==> src/rtl/giga_mc_ctrl.sv <==
// Multicycle sequencing controller for the Giga mini-MIPS core: steps the shared datapath
// through fetch/decode/execute/memory/writeback, handshakes with memory and counts retirements.
module giga_mc_ctrl #(
    parameter int unsigned MEM_TIMEOUT = 16,
    parameter int unsigned CNT_W       = 32
) (
    input  logic             clk_i,
    input  logic             rst_ni,
    input  logic             start_i,
    input  logic [5:0]       opcode_i,
    input  logic [5:0]       funct_i,
    input  logic             zero_i,
    input  logic             mem_ready_i,
    output logic             pc_we_o,
    output logic [1:0]       pc_src_o,
    output logic             ir_we_o,
    output logic             mdr_we_o,
    output logic             iord_o,
    output logic             mem_req_o,
    output logic             mem_we_o,
    output logic             alu_src_a_o,
    output logic [1:0]       alu_src_b_o,
    output logic [1:0]       alu_op_o,
    output logic             reg_dst_o,
    output logic             mem_to_reg_o,
    output logic             reg_we_o,
    output logic             freg_we_o,
    output logic             busy_o,
    output logic             halted_o,
    output logic             err_o,
    output logic [1:0]       err_code_o,
    output logic [CNT_W-1:0] retired_o
);

    localparam logic [5:0] OpR    = 6'b000000;
    localparam logic [5:0] OpCop1 = 6'b010001;
    localparam logic [5:0] OpAddi = 6'b001000;
    localparam logic [5:0] OpLw   = 6'b100011;
    localparam logic [5:0] OpSw   = 6'b101011;
    localparam logic [5:0] OpBeq  = 6'b000100;
    localparam logic [5:0] OpBne  = 6'b000101;
    localparam logic [5:0] OpJ    = 6'b000010;
    localparam logic [5:0] OpHalt = 6'b111111;

    localparam logic [1:0] ErrIllegal = 2'b01;
    localparam logic [1:0] ErrTimeout = 2'b10;

    localparam int unsigned    TmoW    = $clog2(MEM_TIMEOUT + 1);
    localparam logic [TmoW-1:0] TmoLast = TmoW'(MEM_TIMEOUT - 1);

    typedef enum logic [3:0] {
        StIdle, StFetch, StDecode, StExec, StMemRd, StMemWr,
        StWb, StBranch, StJump, StHalt, StErr
    } state_e;

    state_e           state_q, state_d;
    logic [5:0]       op_q, op_d;
    logic [5:0]       funct_q, funct_d;
    logic [TmoW-1:0]  tmo_q, tmo_d;
    logic [1:0]       err_code_q, err_code_d;
    logic [CNT_W-1:0] retired_q, retired_d;
    logic             retire;
    logic             mem_wait;
    logic             tmo_hit;

    // funct_q is held for the datapath's view of the decoded instruction; ALU control
    // decodes funct directly, so nothing in this block consumes it.
    logic unused_funct;
    assign unused_funct = ^funct_q;

    always_ff @(posedge clk_i or negedge rst_ni) begin
        if (!rst_ni) begin
            state_q    <= StIdle;
            op_q       <= '0;
            funct_q    <= '0;
            tmo_q      <= '0;
            err_code_q <= '0;
            retired_q  <= '0;
        end else begin
            state_q    <= state_d;
            op_q       <= op_d;
            funct_q    <= funct_d;
            tmo_q      <= tmo_d;
            err_code_q <= err_code_d;
            retired_q  <= retired_d;
        end
    end

    // The counter is zero whenever a wait is not in progress, so every memory state starts clean.
    assign mem_wait = (state_q == StFetch || state_q == StMemRd || state_q == StMemWr)
                      && !mem_ready_i;
    assign tmo_hit  = mem_wait && (tmo_q == TmoLast);
    assign tmo_d    = (mem_wait && !tmo_hit) ? tmo_q + TmoW'(1) : '0;

    always_comb begin
        state_d    = state_q;
        op_d       = op_q;
        funct_d    = funct_q;
        err_code_d = err_code_q;
        retire     = 1'b0;
        case (state_q)
            StIdle: if (start_i) state_d = StFetch;
            StFetch: begin
                if (mem_ready_i) begin
                    state_d = StDecode;
                end else if (tmo_hit) begin
                    state_d    = StErr;
                    err_code_d = ErrTimeout;
                end
            end
            StDecode: begin
                op_d    = opcode_i;
                funct_d = funct_i;
                case (opcode_i)
                    OpR, OpCop1, OpAddi, OpLw, OpSw: state_d = StExec;
                    OpBeq, OpBne:                    state_d = StBranch;
                    OpJ:                             state_d = StJump;
                    OpHalt:                          state_d = StHalt;
                    default: begin
                        state_d    = StErr;
                        err_code_d = ErrIllegal;
                    end
                endcase
            end
            StExec: begin
                if (op_q == OpLw)      state_d = StMemRd;
                else if (op_q == OpSw) state_d = StMemWr;
                else                   state_d = StWb;
            end
            StMemRd: begin
                if (mem_ready_i) begin
                    state_d = StWb;
                end else if (tmo_hit) begin
                    state_d    = StErr;
                    err_code_d = ErrTimeout;
                end
            end
            StMemWr: begin
                if (mem_ready_i) begin
                    state_d = StFetch;
                    retire  = 1'b1;
                end else if (tmo_hit) begin
                    state_d    = StErr;
                    err_code_d = ErrTimeout;
                end
            end
            StWb, StBranch, StJump: begin
                state_d = StFetch;
                retire  = 1'b1;
            end
            StHalt:  state_d = StHalt;
            StErr:   state_d = StErr;
            default: state_d = StErr;
        endcase
    end

    assign retired_d = retire ? retired_q + CNT_W'(1) : retired_q;

    always_comb begin
        pc_we_o      = 1'b0;
        pc_src_o     = 2'b00;
        ir_we_o      = 1'b0;
        mdr_we_o     = 1'b0;
        iord_o       = 1'b0;
        mem_req_o    = 1'b0;
        mem_we_o     = 1'b0;
        alu_src_a_o  = 1'b0;
        alu_src_b_o  = 2'b00;
        alu_op_o     = 2'b00;
        reg_dst_o    = 1'b0;
        mem_to_reg_o = 1'b0;
        reg_we_o     = 1'b0;
        freg_we_o    = 1'b0;
        case (state_q)
            StFetch: begin
                mem_req_o   = 1'b1;
                alu_src_b_o = 2'b01;
                ir_we_o     = mem_ready_i;
                pc_we_o     = mem_ready_i;
            end
            StDecode: alu_src_b_o = 2'b11;
            StExec: begin
                alu_src_a_o = 1'b1;
                if (op_q == OpR || op_q == OpCop1) begin
                    alu_src_b_o = 2'b00;
                    alu_op_o    = 2'b10;
                end else begin
                    alu_src_b_o = 2'b10;
                end
            end
            StMemRd: begin
                mem_req_o = 1'b1;
                iord_o    = 1'b1;
                mdr_we_o  = mem_ready_i;
            end
            StMemWr: begin
                mem_req_o = 1'b1;
                mem_we_o  = 1'b1;
                iord_o    = 1'b1;
            end
            StWb: begin
                case (op_q)
                    OpR: begin
                        reg_we_o  = 1'b1;
                        reg_dst_o = 1'b1;
                    end
                    OpAddi: reg_we_o = 1'b1;
                    OpLw: begin
                        reg_we_o     = 1'b1;
                        mem_to_reg_o = 1'b1;
                    end
                    OpCop1:  freg_we_o = 1'b1;
                    default: reg_we_o  = 1'b0;
                endcase
            end
            StBranch: begin
                alu_src_a_o = 1'b1;
                alu_op_o    = 2'b01;
                pc_src_o    = 2'b01;
                pc_we_o     = (op_q == OpBne) ? ~zero_i : zero_i;
            end
            StJump: begin
                pc_we_o  = 1'b1;
                pc_src_o = 2'b10;
            end
            default: pc_we_o = 1'b0;
        endcase
    end

    assign busy_o     = !(state_q == StIdle || state_q == StHalt || state_q == StErr);
    assign halted_o   = (state_q == StHalt);
    assign err_o      = (state_q == StErr);
    assign err_code_o = err_code_q;
    assign retired_o  = retired_q;

endmodule

==> config.mk <==
export PLATFORM = sky130hd
export DESIGN_NAME = giga_mc_ctrl
export DESIGN_NICKNAME = d
export VERILOG_FILES = /design/src/rtl/giga_mc_ctrl.sv
export SDC_FILE = /design/constraint.sdc
export NUM_CORES = 1
export LEC_CHECK = 0
export ABC_CLOCK_PERIOD_IN_PS = 4000
export CORE_ASPECT_RATIO = 0.9
export CORE_MARGIN = 2
export CORE_UTILIZATION = 52
export CTS_CLUSTER_DIAMETER = 100
export DETAILED_ROUTE_END_ITERATION = 12
export HOLD_SLACK_MARGIN = 0.15
export PLACE_DENSITY = 0.93
export SETUP_SLACK_MARGIN = 0.1
export SLEW_MARGIN = 20
export SYNTH_ARGS = -nofsm -noshare
export SYNTH_HDL_FRONTEND = slang
export SYNTH_SLANG_ARGS = --single-unit
export TNS_END_PERCENT = 10
==> constraint.sdc <==
create_clock -name clk_i -period 4 [get_ports clk_i]
set_clock_uncertainty 0.15 [all_clocks]
set_input_delay 0.6 -clock clk_i [delete_from_list [all_inputs] [get_ports clk_i]]
set_output_delay 0.6 -clock clk_i [all_outputs]
set_load 0.02 [all_outputs]
* Word-level counts from Yosys, hierarchy flattened
Index checks and enable logic that the tools add are counted.
** Operators by class
- Shifts and indexed selects :: 0
- Add/sub/neg operators :: 2
- $lt $le $gt $ge :: 0
- Equality and inequality tests :: 28
- Reduce and logical (&&, ||, !) cells :: 24
- Multipliers :: 0
- Mux-type cells :: 37
- Div/mod/pow operators :: 0
- Bitwise gates (word level) :: 1
** Operators with widths (count)
- adder 32 x 1 -> 32 bit (second input constant) :: 1
- one-hot mux 4 bit (8 select lines) :: 1
- == test 6 bit (second input constant) :: 5
- two-way mux 4 bit :: 5
- == test 6 x 3 -> 1 bit (second input constant) :: 3
- == test 4 x 3 -> 1 bit (second input constant) :: 4
- two-way mux 1 bit :: 16
- one-hot mux 4 bit (4 select lines) :: 1
- two-way mux 2 bit :: 7
- == test 4 bit (second input constant) :: 3
- == test 6 x 4 -> 1 bit (second input constant) :: 2
- == test 6 x 5 -> 1 bit (second input constant) :: 2
- logical NOT 6 bit :: 2
- one-hot mux 2 bit (2 select lines) :: 3
- OR reduction 3 bit :: 3
- OR reduction 9 bit :: 1
- == test 4 x 2 -> 1 bit (second input constant) :: 2
- == test 6 x 2 -> 1 bit (second input constant) :: 1
- != test 2 bit (second input constant) :: 3
- one-hot mux 2 bit (3 select lines) :: 1
- OR reduction 2 bit :: 3
- adder 5 x 1 -> 5 bit (second input constant) :: 1
- == test 5 x 4 -> 1 bit (second input constant) :: 1
- logical OR 1 bit :: 5
- 12 further kinds :: 16
** Storage, ports and cells
- Memory bits (read-only) :: 0
- Output and inout bits :: 54
- Input port bits :: 17
- Memory bits (writable) :: 0
- Flip-flop bits (word level) :: 49
- Memories kept :: 0
- Word-level logic and storage cells :: 97
- Bits in latches :: 0

* Depth between registers and ports, before layout
Gate-level depths: netlist (run 1).
- Depth after elaboration :: 8
- Depth in mapped cells :: 8
- Depth with buffers taken out :: 8

* Least setup slack after synthesis (run 1)
No wires, ideal clock.
- Path type :: reg-to-output
- From :: register state_q[0]
- To :: output ir_we_o
- Slack :: 1.593 ns
- Arrival time :: 1.657 ns
- Required time :: 3.250 ns
- Cell stages (with the launch flop) :: 5
- Path buffers :: 2
- Cells stage by stage :: dfrtp_1 -> buf_2 -> buf_1 -> nand2b_1 -> nor4b_1
** On the way
- Word-level cells in the longest chain between the ends :: 2
** RTL lines
- start, declared :: line 56 : state_e state_q, state_d;
- start signal, assigned :: line 73 : state_q <= StIdle;
- start signal, assigned :: line 80 : state_q <= state_d;
- == test 4 x 1 -> 1 bit :: line 174 : case (state_q)
- two-way mux 1 bit :: line 174
- end, declared :: line 16 : output logic ir_we_o,
No other way between the ends.

* Final worst setup path (run 1)
- From :: register state_q[2]
- To :: output reg_dst_o
** On the way
- Word-level cells in the longest chain between the ends :: 2
** RTL lines
- == test 4 x 3 -> 1 bit :: line 174
- two-way mux 1 bit :: line 174
- end, declared :: line 24 : output logic reg_dst_o,
No other way between the ends.

==> run summary, run 1 <==
TNS Setup -> 0 ns
number of top-level pins -> 71
layout cell share with drive strength beyond 1 -> 7.12%
core area -> 4890 sq um
Final Hold Vio Count -> 0
clk sink count -> 49
Port Buffers -> 64
final WL -> 6.05 mm
DRT antenna net count -> 0
Crit Path Max Fanout -> 16
Syn Nets -> 295
critical path data arrival time -> 2.60 ns
P&R area growth vs syn -> 29.7%
Crit path largest cell delay -> 0.67 ns
Synth top area share -> 46.1%
first-pass GRT wire length -> 9.95 mm
total CTS buffers -> 5
Cell Chain, Critical Path -> nand2b_1, nor3_1, nand2_1, nor3_1, clkdlybuf4s50_1
Syn Area/Cell -> 9.67 sq um
worst slew pin tran -> 0.626 ns
clk slew on worst S/H paths -> 0.09 ns
Nets -> 356
Ys Warns -> 0
met3 Track Usage GR -> 3.40%
Chip Width -> 79.4 microns
Synth Flop Type -> dfrtp_1
gr busiest metal -> met2
leakage power -> 1.45 nW
postcts setup bufs -> 0
period utilization -> 83.7%
GRT overflow -> 0
Syn Inst Count -> 275
Starting Density -> 54.3%
Row Count -> 24
minimum clock period -> 3.35 ns
slowest stage cell, crit path -> dfrtp_1
DR vias -> 2251
DRT Pass-1 Iters -> 4
Startpoint Class -> flop
CP Capture Type -> output pin
initial DRC count -> 189
CTS H-tree depth -> 2
RePlAce Congestion -> 0.851
CTS tree -> done
fraction of registers with async set/reset -> 100%
post-synthesis mux area share -> 2.54%
ranking of synthesized cells by area -> dfrtp_1 (46%), xnor2_1 (6.3%), xor2_1 (5.3%)
commonest non-fill, non-tap cell in the layout -> clkdlybuf4s50_1
leading area contributor after synthesis -> dfrtp_1
Most Frequent Cell on Critical Path -> nor3_1
GRT Total Usage -> 22.2%
die area -> 5700 sq um
largest net degree at the start of global routing -> 50
EDFF count, synth -> 0
synthesized area -> 2660 sq um
RSZ-0062 raised after global routing -> false
relative slew slack -> 58.0%
outcome -> finished, final reports clean
unique cell type count in the Yosys netlist -> 48
Post-CTS Resized -> 0
total power -> 1.82 mW
vias per cell -> 5.60
number of diodes -> 0
post-synthesis register bit count -> 49
Top delay family on crit path -> simple AND/OR/NAND/NOR gates
Power Density -> 529 nW/um^2
Seq/Total Area, Yosys -> 46.1%
XOR/XNOR share of the synthesized area -> 11.5%
CTS Root Cell -> clkbuf_8
Pins Over Slew Limit -> 0
largest family of logic cells by synthesized area -> simple AND/OR/NAND/NOR gates
Critical Path RT -> 3.25 ns
Die Y-Extent -> 71.8 microns
post-synthesis adder-cell area fraction -> 1.41%
maxcap violations -> 0
commonest non-fill, non-tap cells in the layout -> clkdlybuf4s50_1 (63), dfrtp_1 (49), nor2_1 (28)
final setup vio count -> 0
Finished Core Util -> 70.4%
Post-CTS Hold Fix Bufs -> 0
critical path type -> flop to output pin
CTS max path bufs -> 2
Buf+Inv Stages, Crit Path -> 1
WL/cell -> 15.0 microns
Post-Synth Simple-Gate Area -> 28.9%
Fmax -> 0.299 GHz
drt drc -> 0
post-synthesis compound-gate area fraction -> 6.35%
M1 GR Usage -> 29.8%
Max VDD drop -> 0.000310 V
DP HPWL -> 4.48 mm
antenna violations before repair -> 0
Min-Delay Path Class -> primary input to async pin
Clk Latency, worst-skew pair -> 0.31 ns
M2 GR Usage -> 35.1%
vias in the first global route -> 2158
==> per-layer routing <==
layer	up-vias	share of wire (%)
li1	1088	-
met1	1082	45
met2	62	49
met3	19	3.2
met4	0	3.6
met5	-	0
==> state kept, by name, summed over array words and instances (netlist names) <==
name,count
tmo_q,5
op_q,6
state_q,4
err_code_o,2
retired_o,32
==> synthesized netlist by cell type (3+ instances only) <==
cell       n
a21oi_1    8
and3_1     8
buf_2      4
clkbuf_1   3
dfrtp_1   49
ha_1       3
inv_1      9
mux2_2     6
nand2_1   19
nand2b_1   7
nand3_1   17
nand4_1   10
nor2_1    28
nor2b_1    3
nor3_1    22
nor4_1     4
o21ai_0    5
xnor2_1   19
xor2_1    16
==> logic make-up after synthesis <==
group                    after synthesis
AND/OR/NAND/NOR                      139
flip-flops                            49
XOR/XNOR                              35
AO/OA/AOI/OAI                         24
buffers and inverters                 19
multiplexers                           6
adder cells (fa/ha/maj)                3
==> area by class of cell <==
type                       instances  area, sq um
multi-input combinational        207         1350
inverter                           9         33.8
clock inverter                     2         37.5
timing repair buffer              64          638
tap                               65         81.3
sequential                        49         1230
fill                             359         1450
clock buffer                       6         82.6
==> worst reg2reg max path: stages (launching register included) <==
cell and delay [ns]:
dfrtp_1 0.67, nand2b_1 0.36, o32ai_4 0.38, nand4_4 0.26, nor4_1 0.37, xor2_1 0.18
==> worst paths after layout <==
check | cells after the start | slack [ns] | to | startpoint
worst max-delay path | 5 | 0.65 | reg_dst_o | state_q[2]
worst min-delay path | 1 | 0.14 | retired_o[25] | rst_ni
worst max register to register | 5 | 1.56 | retired_o[27] | state_q[2]
worst min register to register | 1 | 0.31 | tmo_q[0] | tmo_q[0]
max in group asynchronous | 1 | 3.13 | retired_o[20] | rst_ni
min in group clk_i | 1 | 0.31 | tmo_q[0] | tmo_q[0]
==> power by group <==
part | internal (mW) | switching, mW | total [mW]
sequential | 0.576 | 0.185 | 0.761
combinational | 0.342 | 0.359 | 0.701
clock | 0.203 | 0.160 | 0.363
total | 1.12 | 0.704 | 1.82
==> metrics by stage <==
step / hold WS, ns / area (sq um) / setup WS [ns] / std cells
after floorplan: 0.154 / 2660 / 1.59 / 275
after global placement: 0.295 / 3330 / 1.10 / 394
after detailed placement: 0.303 / 3330 / 0.993 / 394
after CTS: 0.317 / 3450 / 0.652 / 402
after global routing: 0.202 / 3450 / 0.474 / 402
final: 0.142 / 3450 / 0.653 / 402
No activity file was read; power rests on OpenSTA's default activity.
==> run 2: changes to the inputs <==
--- a/config.mk
+++ b/config.mk
@@ -5,14 +5,14 @@
 export SDC_FILE = /design/constraint.sdc
 export NUM_CORES = 1
 export LEC_CHECK = 0
-export ABC_CLOCK_PERIOD_IN_PS = 4000
+export ABC_CLOCK_PERIOD_IN_PS = 3300
 export CORE_ASPECT_RATIO = 0.9
 export CORE_MARGIN = 2
-export CORE_UTILIZATION = 52
+export CORE_UTILIZATION = 49
 export CTS_CLUSTER_DIAMETER = 100
 export DETAILED_ROUTE_END_ITERATION = 12
 export HOLD_SLACK_MARGIN = 0.15
-export PLACE_DENSITY = 0.93
+export PLACE_DENSITY = 0.89
 export SETUP_SLACK_MARGIN = 0.1
 export SLEW_MARGIN = 20
 export SYNTH_ARGS = -nofsm -noshare
==> constraint.sdc (replaced) <==
create_clock -name clk_i -period 3.3 [get_ports clk_i]
set_clock_uncertainty 0.15 [all_clocks]
set_input_delay 0.495 -clock clk_i [delete_from_list [all_inputs] [get_ports clk_i]]
set_output_delay 0.495 -clock clk_i [all_outputs]
set_load 0.02 [all_outputs]
==> run 2 against run 1 <==
Die area rose by 5.8%. Via count down 2.1%. Utilization fell by 4.5 points. Register-to-register slack lost 0.58 ns. Global-route usage decreased by 1.4 points. Critical path depth unchanged. Hold slack better by 0.17 ns. Sequential share of layout area shrank 0.095 points. Critical path type unchanged. Highest routed layer unchanged.
==> run summary, run 2 (synthesis gave the netlist of run 1 again) <==
CTS Root Cell -> clkbuf_8
commonest non-fill, non-tap cells in the layout -> clkdlybuf4s50_1 (63), dfrtp_1 (47), nor2_1 (28)
outcome -> finished, final reports clean
CTS max path bufs -> 2
RePlAce Congestion -> 0.826
area of the multi-input gates -> 1350 sq um
vias in the first global route -> 2042
GRT overflow -> 0
first-pass GRT wire length -> 9.68 mm
maxcap violations -> 0
register area -> 1230 sq um
number of diodes -> 0
sequential cell fraction of total power -> 40.5%
max reg flops -> 32
critical path data arrival time -> 2.31 ns
RSZ-0062 raised after global routing -> false
Chip Width -> 81.6 microns
clk slew on worst S/H paths -> 0.08 ns
relative slew slack -> 59.6%
Net Sw Frac -> 39.2%
Die Y-Extent -> 73.9 microns
Crit path largest cell delay -> 0.64 ns
pre-CTS WS -> 0.437 ns
layout cell share with drive strength beyond 1 -> 8.53%
Fmax -> 0.339 GHz
Crit Path Max Fanout -> 16
DP HPWL -> 4.38 mm
die area -> 6030 sq um
commonest non-fill, non-tap cell in the layout -> clkdlybuf4s50_1
DRT antenna net count -> 0
TNS Setup -> 0 ns
Power Density -> 628 nW/um^2
minimum clock period -> 2.95 ns
Nets -> 359
total CTS buffers -> 5
Starting Density -> 50.6%
WL/cell -> 14.3 microns
Pint -> 1.32 mW
number of filler cells placed in the layout -> 416
Clk Latency, worst-skew pair -> 0.30 ns
clk sink count -> 49
final worst slack -> 0.349 ns
initial DRC count -> 180
GRT Total Usage -> 20.8%
CTS tree -> done
critical path type -> flop to output pin
Critical Path RT -> 2.65 ns
slowest stage cell, crit path -> clkdlybuf4s50_1
vias per cell -> 5.41
final setup vio count -> 0
leakage power -> 1.46 nW
core area -> 5260 sq um
Port Buffers -> 64
Pins Over Slew Limit -> 0
share of total power in the clock network -> 17.4%
Worst R2R Setup Slack -> 0.98 ns
DR vias -> 2203
CTS H-tree depth -> 2
Hold Crit Depth -> 1
Reg2Reg Capture Point -> retired_o[28]
Startpoint Class -> flop
period utilization -> 89.4%
worst r2r src -> retired_o[0]
Cell Chain, Critical Path -> nand2b_1, nor3_2, nand2_1, nor3_1, clkdlybuf4s50_1
combinational share of power -> 42.1%
drt drc -> 0
worst slew pin tran -> 0.606 ns
antenna violations before repair -> 0
number of top-level pins -> 71
DRT Pass-1 Iters -> 6
Row Count -> 25
Buf+Inv Stages, Crit Path -> 1
switching pwr -> 0.853 mW
largest net degree at the start of global routing -> 50
Hold Crit Endpoint -> tmo_q[0]
Top delay family on crit path -> simple AND/OR/NAND/NOR gates
CP Capture Type -> output pin
Max VDD drop -> 0.000478 V
P&R area growth vs syn -> 30.3%
final WL -> 5.83 mm
Min-Delay Path Class -> flop to flop
worst reg-to-reg path cell count -> 6
Final Hold Vio Count -> 0
HP Start -> tmo_q[0]
[run 2: worst register-to-register path: stages, from the launching register on]
cell     delay, ns
dfrtp_1       0.45
ha_1          0.23
nand3_1       0.21
nor4_1        0.47
nand4_2       0.28
nor3_1        0.27
xor2_1        0.18
[run 2: metal layers]
| layer | global-route usage [%] | part of all wire, % | vias up |
|---|---|---|---|
| met5 | 0 | 0 | - |
| met4 | 5.56 | 0.55 | 0 |
| met3 | 3.44 | 2.8 | 4 |
| met2 | 33.1 | 50 | 40 |
| met1 | 29.6 | 46 | 1061 |
| li1 | - | - | 1098 |
[run 2: power by group through the flow]
stage / Clock [mW] / Combinational [mW] / Sequential [mW]
6_report: 0.379 / 0.917 / 0.880
5_1_grt: 0.417 / 1.00 / 0.903
4_1_cts: 0.391 / 0.914 / 0.875
3_5_place_dp: 0 / 0.913 / 0.885
3_3_place_gp: 0 / 0.893 / 0.879
2_1_floorplan: 0 / 0.627 / 0.848
[run 2: worst max-delay path by stage]
stage | startpoint | endpoint | depth (start not counted)
after floorplan | state_q[0] | ir_we_o | 4
after global routing | state_q[2] | reg_dst_o | 5
final | state_q[2] | reg_dst_o | 5
after detailed placement | state_q[2] | reg_dst_o | 5
after CTS | state_q[0] | reg_dst_o | 5
after global placement | state_q[2] | reg_dst_o | 5
[run 2: final cells by class]
type / count / share of cell area, %
clock buffers: 7 / 2.78
multi-input cells: 207 / 39.1
repair buffers: 67 / 19.1
well taps: 67 / 2.42
flip-flops and latches: 49 / 35.5
clock inverters: 1 / 0.144
inverters: 9 / 0.975
[run 2: metrics by stage]
step                      cell area (sq um)  std cells  utilization (%)  hold WS (ns)  power [mW]
final                                  3460        407             65.9         0.310        2.18
after global placement                 3340        398             63.6         0.295        1.77
after detailed placement               3340        398             63.6         0.302        1.80
after floorplan                        2660        275                -        0.0494        1.47
after CTS                              3450        406             65.6         0.266        2.18
after global routing                   3460        407             65.9         0.336        2.32
[run 2: timing repair]
action	CTS	global route
hold buffers	0	1
gates resized for setup	1	2
setup endpoints to repair	1	1
pin swaps	0	0
setup buffers	0	0
endpoints found under the hold margin	0	49
==> run 3: changes to the inputs <==
--- a/config.mk
+++ b/config.mk
@@ -11,7 +11,7 @@
 export CORE_UTILIZATION = 49
 export CTS_CLUSTER_DIAMETER = 100
 export DETAILED_ROUTE_END_ITERATION = 12
-export HOLD_SLACK_MARGIN = 0.15
+export HOLD_SLACK_MARGIN = 0.02
 export PLACE_DENSITY = 0.89
 export SETUP_SLACK_MARGIN = 0.1
 export SLEW_MARGIN = 20
==> run 3 against run 2 <==
Cell area decreased by 0.29%. Clock power hardly changed. Non-clock buffer count is 1 lower. Critical endpoint unchanged. Flip-flop and latch count is the same.
==> run summary, run 3 (synthesis gave the netlist of run 1 again) <==
critical path data arrival time -> 2.31 ns
die area -> 6030 sq um
CTS H-tree depth -> 2
postcts setup bufs -> 0
P&R area growth vs syn -> 29.9%
commonest non-fill, non-tap cell in the layout -> clkdlybuf4s50_1
initial DRC count -> 202
outcome -> finished, final reports clean
drt drc -> 0
Buf+Inv Stages, Crit Path -> 1
vias per cell -> 5.41
Max VDD drop -> 0.000478 V
relative slew slack -> 59.7%
Critical Path RT -> 2.65 ns
number of diodes -> 0
total CTS buffers -> 5
GRT Total Usage -> 20.8%
CP Depth -> 5
final WL -> 5.81 mm
Worst R2R Setup Slack -> 0.98 ns
Min-Delay Path Class -> primary input to async pin
Fmax -> 0.339 GHz
Reg2Reg Capture Point -> retired_o[28]
Starting Density -> 50.6%
Crit path largest cell delay -> 0.64 ns
Power Density -> 630 nW/um^2
GRT overflow -> 0
layout cell share with drive strength beyond 1 -> 8.55%
final setup vio count -> 0
register area -> 1230 sq um
CTS tree -> done
Crit Path Max Fanout -> 16
Final Hold Vio Count -> 0
worst r2r src -> retired_o[0]
DRT Pass-1 Iters -> 6
leakage power -> 1.46 nW
Top delay family on crit path -> simple AND/OR/NAND/NOR gates
worst reg-to-reg path cell count -> 6
Nets -> 358
vias in the first global route -> 2042
area of the multi-input gates -> 1350 sq um
Die Y-Extent -> 73.9 microns
clk sink count -> 49
critical path type -> flop to output pin
Cell Chain, Critical Path -> nand2b_1, nor3_2, nand2_1, nor3_1, clkdlybuf4s50_1
RePlAce Congestion -> 0.826
maxcap violations -> 0
WL/cell -> 14.3 microns
clk slew on worst S/H paths -> 0.09 ns
RSZ-0062 raised after global routing -> false
DRT antenna net count -> 0
CTS Root Cell -> clkbuf_8
largest net degree at the start of global routing -> 50
commonest non-fill, non-tap cells in the layout -> clkdlybuf4s50_1 (63), dfrtp_1 (47), nor2_1 (28)
Post-CTS Hold Fix Bufs -> 0
Clk Latency, worst-skew pair -> 0.30 ns
Chip Width -> 81.6 microns
Startpoint Class -> flop
max reg flops -> 32
worst slew pin tran -> 0.605 ns
final hold slack -> 0.0393 ns
DR vias -> 2195
number of top-level pins -> 71
first-pass GRT wire length -> 9.68 mm
TNS Setup -> 0 ns
Row Count -> 25
core area -> 5260 sq um
CTS max path bufs -> 2
period utilization -> 89.4%
antenna violations before repair -> 0
Pins Over Slew Limit -> 0
CP Capture Type -> output pin
number of filler cells placed in the layout -> 417
minimum clock period -> 2.95 ns
slowest stage cell, crit path -> clkdlybuf4s50_1
DP HPWL -> 4.38 mm
Port Buffers -> 64
## run 3: how the worst max path moves through the flow
stage               start   endpoint
4_1_cts        state_q[0]  reg_dst_o
6_report       state_q[2]  reg_dst_o
5_1_grt        state_q[2]  reg_dst_o
2_1_floorplan  state_q[0]    ir_we_o
3_3_place_gp   state_q[2]  reg_dst_o
3_5_place_dp   state_q[2]  reg_dst_o
## run 3: through the flow
| step | worst slack, ns | instance area (sq um) | std cells | util (%) | total power [mW] |
|---|---|---|---|---|---|
| after floorplan | 0.998 | 2660 | 275 | - | 1.47 |
| after global routing | 0.153 | 3450 | 406 | 65.7 | 2.32 |
| after CTS | 0.276 | 3450 | 406 | 65.6 | 2.18 |
| after global placement | 0.535 | 3340 | 398 | 63.6 | 1.77 |
| final | 0.349 | 3450 | 406 | 65.7 | 2.18 |
| after detailed placement | 0.437 | 3340 | 398 | 63.6 | 1.80 |
## run 3: cell type report
cell class / count / area share [%]
Clock inverter: 1 / 0.145
Timing Repair Buffer: 66 / 18.9
Tap cell: 67 / 2.43
Inverter: 9 / 0.978
Clock buffer: 7 / 2.79
Sequential cell: 49 / 35.6
Multi-Input combinational cell: 207 / 39.2
## run 3: timing repair
item,4_1_cts,5_1_grt
gates cloned,0,0
endpoints found under the setup margin,1,1
gates resized for setup,1,2
## run 3: metal layers
layer,track usage (%),part of all wire (%)
met3,3.44,2.7
met5,0,0
met4,5.56,0.55
met2,33.1,50
met1,29.6,47
## run 3: report_power, final
part	internal, mW	switching, mW
clock network	0.190	0.190
registers	0.701	0.179
logic	0.432	0.485
## run 3: worst register-to-register path, stage by stage (launching register included)
cell,delay [ns]
dfrtp_1,0.45
ha_1,0.23
nand3_1,0.21
nor4_1,0.47
nand4_2,0.28
nor3_1,0.27
xor2_1,0.18
